$ cat config.mk
export PLATFORM = sky130hd
export DESIGN_NAME = capture_controller
export DESIGN_NICKNAME = d
export VERILOG_FILES = /design/src/rtl/capture_controller.sv
export SDC_FILE = /design/constraint.sdc
export NUM_CORES = 1
export LEC_CHECK = 0
export ABC_AREA = 1
export BUFFER_PORTS_ARGS = -buffer_cell sky130_fd_sc_hd__buf_4
export CAP_MARGIN = 20
export CORE_MARGIN = 3
export CORE_UTILIZATION = 45
export DETAILED_ROUTE_END_ITERATION = 12
export GPL_ROUTABILITY_DRIVEN = 0
export PLACE_DENSITY_LB_ADDON = 0.2
export SYNTH_ARGS = -nofsm -noshare
export SYNTH_HDL_FRONTEND = slang
export SYNTH_SLANG_ARGS = --single-unit
$ cat constraint.sdc
create_clock -name clk -period 1.33 [get_ports clk]
set_clock_uncertainty 0.05 [all_clocks]
set_input_delay 0.133 -clock clk [delete_from_list [all_inputs] [get_ports clk]]
set_output_delay 0.133 -clock clk [all_outputs]
set_load 0.005 [all_outputs]
$ cat src/rtl/capture_controller.sv
// Logic analyzer capture/trigger controller.
// Circular sample buffer with pre-trigger history and masked trigger.
module capture_controller #(
  parameter int CHANNELS = 8,
  parameter int ADDR_W   = 10
) (
  input  logic                clk,
  input  logic                rst,
  input  logic                ce,
  input  logic [CHANNELS-1:0] din,
  input  logic                arm,
  input  logic                abort,
  input  logic [CHANNELS-1:0] trig_mask,
  input  logic [CHANNELS-1:0] trig_value,
  input  logic                trig_edge_en,
  input  logic [ADDR_W-1:0]   pretrig,
  output logic                wr_en,
  output logic [ADDR_W-1:0]   wr_addr,
  output logic [CHANNELS-1:0] wr_data,
  output logic                busy,
  output logic                triggered,
  output logic                done,
  output logic [ADDR_W-1:0]   trig_addr,
  output logic [ADDR_W-1:0]   start_addr
);

  typedef enum logic [2:0] {
    S_IDLE,
    S_PRE,
    S_WAIT,
    S_POST,
    S_DONE
  } state_t;

  localparam logic [ADDR_W-1:0] LAST = '1;
  localparam logic [ADDR_W-1:0] ONE  = ADDR_W'(1);

  state_t              r_state;
  logic [CHANNELS-1:0] r_sync1;
  logic [CHANNELS-1:0] r_sync2;
  logic [ADDR_W-1:0]   r_ptr;
  logic [ADDR_W-1:0]   r_cnt;
  logic [ADDR_W-1:0]   r_pretrig;
  logic                r_prev_match;
  logic                r_wr_en;
  logic [ADDR_W-1:0]   r_wr_addr;
  logic [CHANNELS-1:0] r_wr_data;
  logic                r_triggered;
  logic                r_done;
  logic [ADDR_W-1:0]   r_trig_addr;
  logic [ADDR_W-1:0]   r_start_addr;

  state_t              w_state;
  logic [ADDR_W-1:0]   w_ptr;
  logic [ADDR_W-1:0]   w_ptr_inc;
  logic [ADDR_W-1:0]   w_cnt;
  logic [ADDR_W-1:0]   w_pretrig;
  logic [ADDR_W-1:0]   w_post;
  logic                w_prev_match;
  logic                w_match;
  logic                w_fire;
  logic                w_active;
  logic                w_sample;
  logic                w_wr_en;
  logic [ADDR_W-1:0]   w_wr_addr;
  logic [CHANNELS-1:0] w_wr_data;
  logic                w_triggered;
  logic                w_done;
  logic [ADDR_W-1:0]   w_trig_addr;
  logic [ADDR_W-1:0]   w_start_addr;

  assign w_active  = (r_state == S_PRE) || (r_state == S_WAIT) ||
                     (r_state == S_POST);
  assign w_sample  = ce && w_active && !abort;
  assign w_ptr_inc = r_ptr + ONE;
  assign w_post    = LAST - r_pretrig;
  assign w_match   = ((r_sync2 ^ trig_value) & trig_mask) == '0;
  assign w_fire    = w_match && (!trig_edge_en || !r_prev_match);

  // Two-stage synchronizer for the asynchronous probes, free running.
  always_ff @(posedge clk) begin
    if (rst) begin
      r_sync1 <= '0;
      r_sync2 <= '0;
    end else begin
      r_sync1 <= din;
      r_sync2 <= r_sync1;
    end
  end

  // Capture state and registered outputs.
  always_ff @(posedge clk) begin
    if (rst) begin
      r_state      <= S_IDLE;
      r_ptr        <= '0;
      r_cnt        <= '0;
      r_pretrig    <= '0;
      r_prev_match <= 1'b0;
      r_wr_en      <= 1'b0;
      r_wr_addr    <= '0;
      r_wr_data    <= '0;
      r_triggered  <= 1'b0;
      r_done       <= 1'b0;
      r_trig_addr  <= '0;
      r_start_addr <= '0;
    end else begin
      r_state      <= w_state;
      r_ptr        <= w_ptr;
      r_cnt        <= w_cnt;
      r_pretrig    <= w_pretrig;
      r_prev_match <= w_prev_match;
      r_wr_en      <= w_wr_en;
      r_wr_addr    <= w_wr_addr;
      r_wr_data    <= w_wr_data;
      r_triggered  <= w_triggered;
      r_done       <= w_done;
      r_trig_addr  <= w_trig_addr;
      r_start_addr <= w_start_addr;
    end
  end

  // Next-state: arm/abort control, sample writes, trigger and fill count.
  always_comb begin
    w_state      = r_state;
    w_ptr        = r_ptr;
    w_cnt        = r_cnt;
    w_pretrig    = r_pretrig;
    w_prev_match = r_prev_match;
    w_wr_en      = 1'b0;
    w_wr_addr    = r_wr_addr;
    w_wr_data    = r_wr_data;
    w_triggered  = r_triggered;
    w_done       = r_done;
    w_trig_addr  = r_trig_addr;
    w_start_addr = r_start_addr;

    if (w_sample) begin
      w_wr_en   = 1'b1;
      w_wr_addr = r_ptr;
      w_wr_data = r_sync2;
      w_ptr     = w_ptr_inc;
    end

    if (abort) begin
      w_state      = S_IDLE;
      w_triggered  = 1'b0;
      w_done       = 1'b0;
      w_start_addr = '0;
    end else begin
      unique case (r_state)
        S_IDLE, S_DONE: begin
          if (arm) begin
            w_pretrig    = pretrig;
            w_ptr        = '0;
            w_cnt        = pretrig;
            w_prev_match = 1'b1;
            w_triggered  = 1'b0;
            w_done       = 1'b0;
            w_state      = (pretrig == '0) ? S_WAIT : S_PRE;
          end
        end
        S_PRE: begin
          if (ce) begin
            w_prev_match = w_match;
            w_cnt        = r_cnt - ONE;
            if (r_cnt == ONE) w_state = S_WAIT;
          end
        end
        S_WAIT: begin
          if (ce) begin
            w_prev_match = w_match;
            if (w_fire) begin
              w_trig_addr = r_ptr;
              w_triggered = 1'b1;
              w_cnt       = w_post;
              if (w_post == '0) begin
                w_state      = S_DONE;
                w_done       = 1'b1;
                w_start_addr = w_ptr_inc;
              end else begin
                w_state = S_POST;
              end
            end
          end
        end
        S_POST: begin
          if (ce) begin
            w_cnt = r_cnt - ONE;
            if (r_cnt == ONE) begin
              w_state      = S_DONE;
              w_done       = 1'b1;
              w_start_addr = w_ptr_inc;
            end
          end
        end
        default: w_state = S_IDLE;
      endcase
    end
  end

  assign wr_en      = r_wr_en;
  assign wr_addr    = r_wr_addr;
  assign wr_data    = r_wr_data;
  assign busy       = w_active;
  assign triggered  = r_triggered;
  assign done       = r_done;
  assign trig_addr  = r_trig_addr;
  assign start_addr = r_start_addr;

endmodule
Word level (Yosys, flattened, before mapping)
Cells that the tools add are included.
- flip-flop bits (word level): 91
- input bits: 40
- output and inout bits: 42
- word-level logic and storage cells: 104
- add/subtract/negate cells: 3
- equality and inequality tests: 15
- multiplexer cells: 39
- bitwise logic cells: 3
- reduce and logical (&&, ||, !) cells: 30
- operator list (kind ; number):
    $mux W10 ; 13
    $pmux W10 S3 ; 1
    $mux W3 ; 8
    $logic_not A10 Y1 ; 2
    $pmux W10 S2 ; 1
    $reduce_and A7 Y1 ; 2
    $pmux W3 S4 ; 1
    $reduce_and A4 Y1 ; 3
    $reduce_and A6 Y1 ; 2
    $mux W1 ; 11
    $add A10 B1 Y10 const B ; 1
    $eq A10 B1 Y1 const B ; 1
    $ne A2 B1 Y1 const B ; 5
    $ne A2 B2 Y1 const B ; 5
    $sub A10 B1 Y10 const B ; 1
    $sub A10 B10 Y10 const A ; 1
    $and A8 B8 Y8 ; 1
    $logic_not A8 Y1 ; 1
    $reduce_or A2 Y1 ; 4
    $xor A8 B8 Y8 ; 1
    $eq A3 B2 Y1 const B ; 2
    $reduce_bool A2 Y1 ; 3
    $reduce_bool A3 Y1 ; 2
    $pmux W1 S2 ; 2
    10 further kinds ; 16

Longest topological paths before layout
- word-level depth: 9
- depth in mapped cells: 12
- depth with buffers taken out: 11

Least setup slack after synthesis
Ideal clock, no wire load.
- kind: flip-flop to flip-flop
- start point: register r_sync2[2]
- end point: register r_cnt[8]
- setup time: 0.113 ns
- arrival time: 1.227 ns
- required time: 1.167 ns
- path slack: -0.060 ns
- stages on the path, launching flop included: 12
- path buffers: 1
- clock period less this slack: 1.390 ns
- path through: dfxtp_1 -> inv_1 -> nand2_1 -> nand3_1 -> nand2_1 -> nor2_2 -> nand3_2 -> nand2_4 -> nand2_4 -> buf_6 -> o21ai_1 -> nor2_1
- longest elaborated chain between the ends: 6
- ends and longest elaborated chain (item ; RTL line ; RTL):
    start, declared ; 40 ; logic [CHANNELS-1:0] r_sync2;
    start signal, assigned ; 87 ; r_sync2 <= r_sync1;
    $xor A8 B8 Y8 ; 77 ; assign w_match = ((r_sync2 ^ trig_value) & trig_mask) == '0;
    $and A8 B8 Y8 ; 77 ;
    $logic_not A8 Y1 ; 77 ;
    $logic_and A1 B1 Y1 ; 78 ; assign w_fire = w_match && (!trig_edge_en || !r_prev_match);
    $ne A2 B2 Y1 (no source line) ; n/a ;
    $reduce_and A6 Y1 (no source line) ; n/a ;
    end signal, assigned ; 109 ; r_cnt <= w_cnt;
    end, declared ; 42 ; logic [ADDR_W-1:0] r_cnt;
Every way passes these cells.
A chain may end at the register's enable or synchronous reset.

Worst setup path after layout
- start point: register r_pretrig[8]
- end point: register r_start_addr[1], in the netlist start_addr[1]
- longest elaborated chain between the ends: 4
- ends and longest elaborated chain (item ; RTL line ; RTL):
    start, declared ; 43 ; logic [ADDR_W-1:0] r_pretrig;
    start signal, assigned ; 110 ; r_pretrig <= w_pretrig;
    $sub A10 B10 Y10 ; 76 ; assign w_post = LAST - r_pretrig;
    $logic_not A10 Y1 ; 176 ; if (w_post == '0) begin
    $ne A2 B1 Y1 (no source line) ; n/a ;
    $reduce_and A6 Y1 (no source line) ; n/a ;
    end signal, assigned ; 118 ; r_start_addr <= w_start_addr;
    end, declared ; 51 ; logic [ADDR_W-1:0] r_start_addr;
Every way passes these cells.

==> flow_summary.rst <==
.. list-table::
   :header-rows: 1

   * - Metric
     - Value
   * - Length of routed met3 wiring
     - 1110 microns
   * - Pin count of the biggest net entering global routing
     - 29
   * - Violations in the final reports
     - hold timing, setup timing
   * - Critical path's most frequent cell
     - sky130_fd_sc_hd__buf_12
   * - Worst stage delay on the critical path
     - 370 ps
   * - Insertion delay of the later-clocked pin in the worst-skew pair
     - 380 ps
   * - Number of distinct standard cells referenced by the synthesized netlist
     - 35
   * - Count of filler cells inserted in the layout
     - 552
   * - GR Util All Layers
     - 24.4%
   * - Slowest cell on the critical path
     - sky130_fd_sc_hd__dfxtp_1
   * - Core region area
     - 9280 sq um
   * - Pwr dens
     - 879 nW/um^2
   * - Final Max Slew Viols
     - 0
   * - Post-detailed-placement half-perimeter wirelength
     - 8120 microns
   * - Warnings from Yosys
     - 0
   * - Worst hold slack
     - -14.8 ps
   * - Worst EP required
     - 1550 ps
   * - Synthesized area divided by synthesized cell count
     - 7.01 sq um
   * - Top-Level Pins
     - 82
   * - Critical path, cell by cell
     - inv_1 > nor3_4 > nand3b_1 > a21oi_4 > buf_12 > buf_12 > nand4_1 > nand2_1 > nor2_1
   * - Clock-pin slew of the registers on the worst-case setup and hold paths
     - 110 ps
   * - Cell area after placement
     - 5610 sq um
   * - Worst slack, placed
     - -234 ps
   * - Worst Max-Slew Pin Slew
     - 458 ps
   * - Post-synthesis register bit count
     - 91
   * - Layout overhead on the synthesized area
     - 73.9%
   * - Via count of the first global-routing pass
     - 4,655
   * - Leakage power summed over all cells
     - 0.00331 uW
   * - Mapped Cells
     - 618
   * - Number of H-tree levels
     - 3
   * - Post-route fraction of the period consumed by the critical path
     - 131%
   * - Vias per cell
     - 5.32
   * - Via count
     - 5,116
   * - Maximum net fanout on the critical path
     - 5
   * - DRT met1 WL
     - 6370 microns
   * - Rel. slew slack
     - 69.5%
   * - CTS tree
     - done
   * - Initial cell density of the core
     - 46.7%
   * - Number of antenna violations at the first check in global routing
     - 0
   * - Cell area after synthesis
     - 4330 sq um
   * - Routed length on met2
     - 8460 microns
   * - Hold Violations, Final
     - 1
   * - Router iterations before antenna repair
     - 8
   * - Peak supply drop
     - 0.660 mV
   * - CTS root buf
     - sky130_fd_sc_hd__clkbuf_8
   * - Top layer used by detailed routing
     - met4
   * - Remaining design rule violation count
     - 0
   * - Total overflow reported by the global router
     - 0
   * - Layout Cell Area excl Fill
     - 7530 sq um
   * - Final antenna diode count
     - 0
   * - Power after layout
     - 6620 uW
   * - Max clock buf depth
     - 2
   * - Layout net count
     - 871
   * - Row count
     - 35
   * - Worst hold path class
     - in2reg
   * - Fmax
     - 575 MHz
   * - Die Span Y
     - 104 microns
   * - Non-filler instance count after layout
     - 962
   * - Critical Path Sink Type
     - flip-flop
   * - DRT antenna net count
     - 0
   * - Final WL
     - 16,600 microns
   * - Final setup margin
     - -408 ps
   * - Inserted Clock Buffers
     - 9
   * - Startpoint type of the worst setup path
     - flip-flop
   * - Register area share after synthesis
     - 42.1%
   * - Setup repair after global routing missed its margin
     - yes
   * - Combined buffer and inverter count along the critical path
     - 3
   * - Category of cells accounting for the largest share of critical-path delay
     - simple AND/OR/NAND/NOR gates
   * - Quantity of I/O buffers inserted on ports
     - 81
   * - Class of the most critical setup path
     - reg2reg
   * - Final critical path time including I/O delays and setup
     - 1740 ps
   * - Post-route core utilization
     - 81.1%
   * - Final count of negative-setup-slack endpoints
     - 76
   * - First-pass GRT wire length
     - 21,900 microns
   * - Die footprint
     - 10,800 sq um
   * - Register-to-register path setup slack
     - -410 ps
   * - Net Count, Synth
     - 661
   * - Detailed-route wire length per cell
     - 17.2 microns
   * - Maximum Capacitance Violations
     - 0
   * - Outcome
     - finished, violations left
   * - Clock tree sinks
     - 91
   * - Fraction of layout instances using a drive strength above 1
     - 51.9%
   * - Width of the chip
     - 104 microns
   * - Iter 0 DRT Violations
     - 355
   * - Data arrival, critical path
     - 1960 ps
   * - Cell count after placement
     - 881
==> synthesized netlist by cell type <==
library cell / number / area [sq um]
sky130_fd_sc_hd__o211ai_1: 3 / 22.5
sky130_fd_sc_hd__a21oi_1: 52 / 260
sky130_fd_sc_hd__buf_6: 3 / 33.8
sky130_fd_sc_hd__xor2_1: 6 / 52.6
sky130_fd_sc_hd__nor3_1: 4 / 20.0
sky130_fd_sc_hd__nand3_1: 28 / 140
sky130_fd_sc_hd__nor3b_1: 1 / 7.51
sky130_fd_sc_hd__nand2_1: 114 / 428
sky130_fd_sc_hd__nand3_2: 2 / 20.0
sky130_fd_sc_hd__buf_2: 6 / 30.0
sky130_fd_sc_hd__nor2_1: 85 / 319
sky130_fd_sc_hd__inv_1: 104 / 390
sky130_fd_sc_hd__a21oi_4: 1 / 16.3
sky130_fd_sc_hd__inv_4: 2 / 12.5
sky130_fd_sc_hd__clkbuf_1: 5 / 18.8
sky130_fd_sc_hd__nor2_4: 6 / 67.6
sky130_fd_sc_hd__dfxtp_1: 91 / 1820
sky130_fd_sc_hd__nor2_2: 7 / 43.8
sky130_fd_sc_hd__o22ai_1: 3 / 18.8
sky130_fd_sc_hd__o21ai_0: 43 / 215
sky130_fd_sc_hd__nand4_1: 18 / 113
sky130_fd_sc_hd__a22oi_1: 1 / 7.51
sky130_fd_sc_hd__nor3_4: 1 / 16.3
sky130_fd_sc_hd__buf_4: 7 / 52.6
sky130_fd_sc_hd__clkbuf_2: 1 / 5.00
sky130_fd_sc_hd__o21ai_1: 6 / 30.0
sky130_fd_sc_hd__ha_1: 3 / 37.5
sky130_fd_sc_hd__o21a_1: 1 / 7.51
sky130_fd_sc_hd__nand3_4: 1 / 17.5
sky130_fd_sc_hd__nand2_4: 4 / 45.0
sky130_fd_sc_hd__o221ai_1: 2 / 17.5
sky130_fd_sc_hd__nor3_2: 1 / 10.0
sky130_fd_sc_hd__inv_2: 3 / 11.3
sky130_fd_sc_hd__o21bai_1: 2 / 15.0
sky130_fd_sc_hd__nand3b_1: 1 / 7.51
==> through the flow <==
step | hold WS, ps | setup TNS, ps
after CTS | 2.20 | -7220
after detailed placement | 291 | -8020
after global placement | 283 | -6070
after floorplan | 190 | -288
final | -14.8 | -17630
after global routing | 27.3 | -21400
==> path summary, 6_finish.rpt <==
check / start / to / cells past startpoint
max reg2reg: r_pretrig[8]$_SDFFE_PP0P_ / start_addr[1]$_SDFFE_PP0P_ / 9
min: pretrig[2] / r_pretrig[2]$_SDFFE_PP0P_ / 3
max: r_pretrig[8]$_SDFFE_PP0P_ / start_addr[1]$_SDFFE_PP0P_ / 9
min reg2reg: r_sync1[2]$_SDFF_PP0_ / r_sync2[2]$_SDFF_PP0_ / 2
==> area by class of cell <==
class / count / area, sq um / share of cell area (%)
timing repair buffer: 218 / 2080 / 27.6
tap: 129 / 161 / 2.14
sequential: 91 / 1850 / 24.6
clock inverter: 6 / 71.3 / 0.947
inverter: 109 / 444 / 5.90
multi-input combinational: 399 / 2800 / 37.2
clock buffer: 10 / 128 / 1.69
==> timing repair <==
| action | in CTS | in global routing |
|---|---|---|
| cloned | 6 | 10 |
| buffers inserted | 20 | 16 |
| hold buffers | 17 | 0 |
| hold endpoints to repair | 17 | 0 |
| endpoints found under the setup margin | 73 | 76 |
| pin swaps | 28 | 63 |
| resized for setup | 159 | 152 |
==> power breakdown <==
part	leakage (uW)	internal, uW	switching (uW)	total (uW)
sequential	0.000750	2840	89.4	2930
combinational	0.00247	804	888	1690
clock	0.0000939	891	1110	2000
==> layer usage <==
layer	vias up	track usage [%]
met5	-	0
met4	0	8.45
met3	73	6.15
met2	246	43.1
met1	2408	28.8
li1	2389	-
==> sequential cells by signal (all words and copies together) (netlist names) <==
name / count
r_ptr: 10
r_prev_match: 1
trig_addr: 10
r_cnt: 10
r_state: 3
done: 1
r_sync1: 8
r_sync2: 8
wr_data: 8
wr_addr: 10
triggered: 1
r_pretrig: 10
wr_en: 1
start_addr: 10
==> worst min-delay path, cell delays in order <==
cell and delay (ps):
sky130_fd_sc_hd__buf_4 80, sky130_fd_sc_hd__inv_1 60, sky130_fd_sc_hd__a21oi_1 110
==> cell usage in the layout, fill, tap and decap left out, types with 9 or more instances in the layout <==
| cell | n |
|---|---|
| sky130_fd_sc_hd__nand2_1 | 75 |
| sky130_fd_sc_hd__dfxtp_2 | 17 |
| sky130_fd_sc_hd__o21ai_2 | 33 |
| sky130_fd_sc_hd__clkbuf_8 | 9 |
| sky130_fd_sc_hd__nand2_4 | 11 |
| sky130_fd_sc_hd__a21oi_1 | 16 |
| sky130_fd_sc_hd__dfxtp_1 | 72 |
| sky130_fd_sc_hd__nor2_1 | 74 |
| sky130_fd_sc_hd__nand4_1 | 18 |
| sky130_fd_sc_hd__nand3_1 | 11 |
| sky130_fd_sc_hd__buf_4 | 152 |
| sky130_fd_sc_hd__buf_6 | 28 |
| sky130_fd_sc_hd__nand3_2 | 14 |
| sky130_fd_sc_hd__nor2_4 | 16 |
| sky130_fd_sc_hd__nand2_2 | 29 |
| sky130_fd_sc_hd__buf_12 | 11 |
| sky130_fd_sc_hd__dlygate4sd3_1 | 17 |
| sky130_fd_sc_hd__a21oi_2 | 34 |
| sky130_fd_sc_hd__inv_2 | 14 |
| sky130_fd_sc_hd__inv_1 | 89 |
==> kinds of logic after synthesis <==
logic type               Yosys count  share of synthesized area [%]
AND/OR/NAND/NOR                  273                           29.0
buffers and inverters            131                           12.8
AO/OA/AOI/OAI                    114                           14.1
flip-flops                        91                           42.1
XOR/XNOR                           6                           1.21
adder cells (fa/ha/maj)            3                          0.867
(Power assumes the default switching activity.)
